==> config.mk <==
export PLATFORM = sky130hd
export DESIGN_NAME = addsub_serial_flat
export DESIGN_NICKNAME = d
export VERILOG_FILES = /design/src/rtl/addsub_serial_if.sv /design/src/rtl/addsub_serial.sv /design/src/flat_wrapper.sv
export SDC_FILE = /design/constraint.sdc
export NUM_CORES = 1
export LEC_CHECK = 0
export CORE_ASPECT_RATIO = 0.75
export CORE_MARGIN = 2
export CORE_UTILIZATION = 55
export CTS_CLUSTER_SIZE = 16
export DETAILED_ROUTE_END_ITERATION = 10
export PLACE_DENSITY_LB_ADDON = 0.3
export REMOVE_ABC_BUFFERS = 1
export SLEW_MARGIN = 5
export SYNTH_ARGS = -nofsm -noshare
export SYNTH_HDL_FRONTEND = slang
export SYNTH_SLANG_ARGS = --single-unit
==> constraint.sdc <==
create_clock -name clk_in -period 5.6 [get_ports clk_in]
set_input_delay 1.12 -clock clk_in [delete_from_list [all_inputs] [get_ports clk_in]]
set_output_delay 1.12 -clock clk_in [all_outputs]
set_load 0.005 [all_outputs]
==> src/rtl/addsub_serial_if.sv <==
// Start/busy/done handshake and operand/result bus for the serial add/sub.
// The requester drives operands and start; the datapath returns status, result and flags.
interface addsub_serial_if #(
    parameter int unsigned WIDTH = 16
);
    logic             start_in;
    logic [WIDTH-1:0] a_in;
    logic [WIDTH-1:0] b_in;
    logic             control_in;
    logic             busy_out;
    logic             done_out;
    logic [WIDTH-1:0] sum_out;
    logic             carry_out;
    logic             overflow_out;
    logic             zero_out;

    modport master (
        output start_in, a_in, b_in, control_in,
        input  busy_out, done_out, sum_out, carry_out, overflow_out, zero_out
    );

    modport slave (
        input  start_in, a_in, b_in, control_in,
        output busy_out, done_out, sum_out, carry_out, overflow_out, zero_out
    );
endinterface

==> src/rtl/addsub_serial.sv <==
// Multi-cycle two's-complement adder/subtractor: DIGIT bits per cycle, LSB digit first,
// registered inter-digit carry, start/busy/done handshake with carry, overflow and zero flags.
module addsub_serial #(
    parameter int unsigned WIDTH = 16,
    parameter int unsigned DIGIT = 4
) (
    input  logic           clk_in,
    input  logic           rst_n_in,
    addsub_serial_if.slave bus
);

    generate
        if (DIGIT == 0 || (WIDTH % DIGIT) != 0) begin : g_bad_digit
            $error("addsub_serial: WIDTH must be a non-zero multiple of DIGIT");
        end
    endgenerate

    localparam int unsigned N  = (DIGIT == 0) ? 1 : WIDTH / DIGIT;
    localparam int unsigned CW = (N > 1) ? $clog2(N) : 1;
    localparam int unsigned SW = $clog2(WIDTH) + 1;
    localparam int unsigned DW = DIGIT + 1;

    localparam logic [CW-1:0]    LAST_CNT   = CW'(N - 1);
    localparam logic [WIDTH-1:0] DIGIT_MASK = WIDTH'({DIGIT{1'b1}});

    typedef enum logic {
        S_IDLE = 1'b0,
        S_RUN  = 1'b1
    } state_e;

    state_e           state_q, state_d;
    logic [CW-1:0]    count_q, count_d;
    logic             carry_q, carry_d;
    logic [WIDTH-1:0] a_q, a_d;
    logic [WIDTH-1:0] b_q, b_d;
    logic [WIDTH-1:0] sum_q, sum_d;
    logic             busy_q, busy_d;
    logic             done_q, done_d;
    logic             cout_q, cout_d;
    logic             ovf_q, ovf_d;
    logic             zero_q, zero_d;

    logic [DW-1:0]    digit_sum;
    logic [SW-1:0]    shamt;
    logic [WIDTH-1:0] sum_merged;

    // Operands shift right each RUN cycle so the active digit always sits at bit 0.
    always_comb begin
        digit_sum  = {1'b0, a_q[DIGIT-1:0]} + {1'b0, b_q[DIGIT-1:0]} + DW'(carry_q);
        shamt      = SW'(count_q) * SW'(DIGIT);
        sum_merged = (sum_q & ~(DIGIT_MASK << shamt))
                   | (WIDTH'(digit_sum[DIGIT-1:0]) << shamt);
    end

    // Next-state and output logic.
    always_comb begin
        state_d = state_q;
        count_d = count_q;
        carry_d = carry_q;
        a_d     = a_q;
        b_d     = b_q;
        sum_d   = sum_q;
        busy_d  = busy_q;
        done_d  = 1'b0;
        cout_d  = cout_q;
        ovf_d   = ovf_q;
        zero_d  = zero_q;

        case (state_q)
            S_IDLE: begin
                if (bus.start_in) begin
                    a_d     = bus.a_in;
                    b_d     = bus.control_in ? ~bus.b_in : bus.b_in;
                    carry_d = bus.control_in;
                    count_d = '0;
                    busy_d  = 1'b1;
                    cout_d  = 1'b0;
                    ovf_d   = 1'b0;
                    zero_d  = 1'b0;
                    state_d = S_RUN;
                end
            end
            S_RUN: begin
                sum_d   = sum_merged;
                carry_d = digit_sum[DIGIT];
                a_d     = a_q >> DIGIT;
                b_d     = b_q >> DIGIT;
                count_d = count_q + CW'(1);
                if (count_q == LAST_CNT) begin
                    // Carry into the MSB is recovered from the MSB sum bit and its operand bits.
                    cout_d  = digit_sum[DIGIT];
                    ovf_d   = a_q[DIGIT-1] ^ b_q[DIGIT-1] ^ digit_sum[DIGIT-1] ^ digit_sum[DIGIT];
                    zero_d  = (sum_merged == '0);
                    done_d  = 1'b1;
                    busy_d  = 1'b0;
                    count_d = '0;
                    state_d = S_IDLE;
                end
            end
            default: begin
                state_d = S_IDLE;
            end
        endcase
    end

    // State and output registers; reset aborts any operation in flight.
    always_ff @(posedge clk_in) begin
        if (!rst_n_in) begin
            state_q <= S_IDLE;
            count_q <= '0;
            carry_q <= 1'b0;
            a_q     <= '0;
            b_q     <= '0;
            sum_q   <= '0;
            busy_q  <= 1'b0;
            done_q  <= 1'b0;
            cout_q  <= 1'b0;
            ovf_q   <= 1'b0;
            zero_q  <= 1'b0;
        end else begin
            state_q <= state_d;
            count_q <= count_d;
            carry_q <= carry_d;
            a_q     <= a_d;
            b_q     <= b_d;
            sum_q   <= sum_d;
            busy_q  <= busy_d;
            done_q  <= done_d;
            cout_q  <= cout_d;
            ovf_q   <= ovf_d;
            zero_q  <= zero_d;
        end
    end

    assign bus.busy_out     = busy_q;
    assign bus.done_out     = done_q;
    assign bus.sum_out      = sum_q;
    assign bus.carry_out    = cout_q;
    assign bus.overflow_out = ovf_q;
    assign bus.zero_out     = zero_q;

endmodule
==> src/flat_wrapper.sv <==
// flat-port wrapper written by rule: the top's interface ports become plain ports
module addsub_serial_flat 
#(
    parameter int unsigned WIDTH = 16,
    parameter int unsigned DIGIT = 4
)
  (clk_in, rst_n_in, bus_start_in, bus_a_in, bus_b_in, bus_control_in, bus_busy_out, bus_done_out, bus_sum_out, bus_carry_out, bus_overflow_out, bus_zero_out);
  addsub_serial_if #(.WIDTH(WIDTH)) bus_i ();
  input  logic clk_in;
  input  logic rst_n_in;
  input wire logic [$bits(bus_i.start_in)-1:0] bus_start_in;
  input wire logic [$bits(bus_i.a_in)-1:0] bus_a_in;
  input wire logic [$bits(bus_i.b_in)-1:0] bus_b_in;
  input wire logic [$bits(bus_i.control_in)-1:0] bus_control_in;
  output wire logic [$bits(bus_i.busy_out)-1:0] bus_busy_out;
  output wire logic [$bits(bus_i.done_out)-1:0] bus_done_out;
  output wire logic [$bits(bus_i.sum_out)-1:0] bus_sum_out;
  output wire logic [$bits(bus_i.carry_out)-1:0] bus_carry_out;
  output wire logic [$bits(bus_i.overflow_out)-1:0] bus_overflow_out;
  output wire logic [$bits(bus_i.zero_out)-1:0] bus_zero_out;
  assign bus_i.start_in = bus_start_in;
  assign bus_i.a_in = bus_a_in;
  assign bus_i.b_in = bus_b_in;
  assign bus_i.control_in = bus_control_in;
  assign bus_busy_out = bus_i.busy_out;
  assign bus_done_out = bus_i.done_out;
  assign bus_sum_out = bus_i.sum_out;
  assign bus_carry_out = bus_i.carry_out;
  assign bus_overflow_out = bus_i.overflow_out;
  assign bus_zero_out = bus_i.zero_out;
  addsub_serial #(.WIDTH(WIDTH), .DIGIT(DIGIT)) u_core (.clk_in(clk_in), .rst_n_in(rst_n_in), .bus(bus_i));
endmodule
==> flow_summary.yaml <==
run_status:
  status: "complete, no violations"
yosys:
  avgSynthCellArea_um2: 8.45
  synth_top_area_cell: "dfxtp_1"
  netlist_area_um2: 2700
  synth-seq-cells: 57
  synthCells: 320
  seq_area_frac_synth_pct: 42.2
  synth_edf_count: 0
  async_reset_ff_share_pct: 0
  yosys_warnings: 0
  synthDistinctLibCells: 35
  synth_top_area_share_pct: 42.2
  synth_area_leaders: "dfxtp_1, nor2_1, mux2i_1, xnor2_1, a21oi_1"
  ys.flop_type: "dfxtp_1"
critical_path:
  required_ns: 5.87
  worstPathArrival_ns: 2.90
  crit_path_max_incr_delay_ns: 1.09
  cp_top_family: "buffers and inverters"
  crit_fanout: 17
  worst_path_max_delay_cell: "clkdlybuf4s50_1"
  criticalPathCategory: "in -> reg"
  path_buf_inv: 1
  endpoint_kind: "register"
  cp-start-kind: "input pin"
  crit_path_cell_trace: "clkdlybuf4s50_1, xnor2_1, a211oi_1, a21oi_1, nor2_1"
finish:
  drive_gt1_share_pct: 5.66
  stdcell_count: 431
  n_antenna_cell: 0
  layout_common_cells: "nor2_1, dfxtp_1, clkdlybuf4s50_1, a21oi_1, a211oi_1"
  multi_input_area_um2: 1420
  fin_util_pct: 71.1
  fillers: 385
  mostFrequentLayoutCell: "nor2_1"
  fin_area_um2: 3430
  regArea_um2: 1140
  nNetsFinal: 411
  syn_to_final_growth_pct: 26.8
placement:
  dp.cells: 415
  gp_congestion: 0.784
  dpl_cell_area_um2: 3230
  place_hpwl_mm: 3.83
  portBuffers: 56
floorplanning:
  die_w_um: 84.9
  rows: 22
  dieArea_um2: 5500
  core_um2: 4820
  start_util_pct: 56.1
  die_h_um: 64.7
  pin_count: 57
routing:
  highest_layer: "met4"
  first_pass_iters: 4
  wl_met1_mm: 2.65
  ant_nets: 0
  drt-total-wl_mm: 5.69
  dr.first_iter.drc_count: 190
  dr_total_vias: 2385
  dr_wl_met2_mm: 2.62
  via_per_inst: 5.53
  drc: 0
  met3_length_um: 365
  post_drt_wl_per_cell_um: 13.2
sta:
  rsz0062_at_grt: "no"
  setup_tns_ns: 0
  relSlewSlack_pct: 26.4
  hold_viol: 0
  skew_ns: 0.00558
  finalCritPeriodShare_pct: 47.0
  tightest_slew_ns: 1.10
  setup_viol: 0
  finalCriticalPeriod_ns: 2.63
  max_freq_mhz: 380
  slew_viol_final: 0
cts:
  postCtsResizedCells: 0
  clk_pin_slew_ns: 0.06
  cts-root-buf: "clkbuf_8"
  cts_buffers: 9
  postCtsSetupRepairBufs: 0
  cts_sinks: 57
  ctsHoldBuffers: 0
  clock_latency_ns: 0.33
  cts_buffer_depth: 2
  htreeDepth: 3
  cts_tree: "built"
grt:
  grt_pass1_wl_mm: 9.54
  grt_max_degree: 80
  grt_pass1_vias: 2121
  grt_usage_pct: 22.3
  grt.overflow.total: 0
  antenna_found_initial: 0
power:
  power_w: 0.000970
  p_leak_nw: 1.33
  p_per_area_nw_per_um2: 283
  irDropWorstVdd_mv: 0.186
hold_path:
  min_path_type: "reg -> reg"
run:
  cap_violations: 0
## metal layers
metal / up-vias / global-route usage (%)
met5: - / 0
met4: 0 / 6.94
met3: 7 / 9.30
met2: 84 / 35.4
met1: 1090 / 27.6
li1: 1204 / -
## power breakdown
part	leakage (nW)	internal, W	switching (W)
sequential	0.467	0.000429	0.0000150
clock	0.102	0.000208	0.000153
combinational	0.758	0.0000786	0.0000867
## synthesized netlist by cell type, types with 2 or more instances
master / count
nor2_1: 85
dfxtp_1: 57
a21oi_1: 30
a211oi_1: 19
xnor2_1: 18
mux2i_1: 16
buf_2: 12
a32oi_1: 11
inv_1: 8
ha_1: 7
nand2_1: 7
clkbuf_1: 6
nor2b_1: 6
o21ai_0: 6
a22oi_1: 4
nor3_1: 3
buf_1: 2
buf_4: 2
fa_1: 2
nand2b_1: 2
nor4_1: 2
o22ai_1: 2
## area by class of cell
class                           instances  area share [%]
Clock buffer                           14            5.33
Clock inverter                          2           0.292
Inverter                                8           0.877
Multi-Input combinational cell        232            41.3
Sequential cell                        57            33.3
Tap cell                               60            2.19
Timing Repair Buffer                   58            16.7
## cell families after synthesis
logic type               synth area share (%)
AO/OA/AOI/OAI                            18.7
XOR/XNOR                                 5.83
adder cells (fa/ha/maj)                  4.72
buffers and inverters                    5.42
flip-flops                               42.2
multiplexers                             5.93
AND/OR/NAND/NOR                          17.2
## final timing paths
| kind | startpoint | end | slack (ns) | cells after the start |
|---|---|---|---|---|
| worst max-delay path | bus_control_in | u_core.b_q[10]$_SDFFE_PN0P_ | 2.97 | 5 |
| worst min register to register | u_core.a_q[15]$_SDFFE_PN0P_ | u_core.a_q[11]$_SDFFE_PN0P_ | 0.50 | 2 |
| worst min-delay path | u_core.a_q[15]$_SDFFE_PN0P_ | u_core.a_q[11]$_SDFFE_PN0P_ | 0.50 | 2 |
| worst max register to register | u_core.a_q[0]$_SDFFE_PN0P_ | u_core.bus.zero_out$_SDFFE_PN0P_ | 3.37 | 7 |
## registers in the layout, summed over array words and instances (netlist names)
name / flops
u_core.carry_q: 1
u_core.bus.sum_out: 16
u_core.bus.busy_out: 1
u_core.bus.overflow_out: 1
u_core.state_q: 1
u_core.count_q: 2
u_core.a_q: 16
u_core.b_q: 16
u_core.bus.done_out: 1
u_core.bus.zero_out: 1
u_core.bus.carry_out: 1
## tightest hold or removal path: cells and delay by family (launching register included)
kind	cells	cell delay (ns)
flops	1	0.33
simple gates	1	0.07
compound gates	1	0.07
## metrics by stage
step	setup slack, ns	hold WS, ns
3_5_place_dp	2.66	0.478
6_report	2.97	0.495
3_3_place_gp	2.73	0.472
4_1_cts	2.96	0.495
2_1_floorplan	3.10	0.458
5_1_grt	2.88	0.514
(Power assumes the default switching activity.)
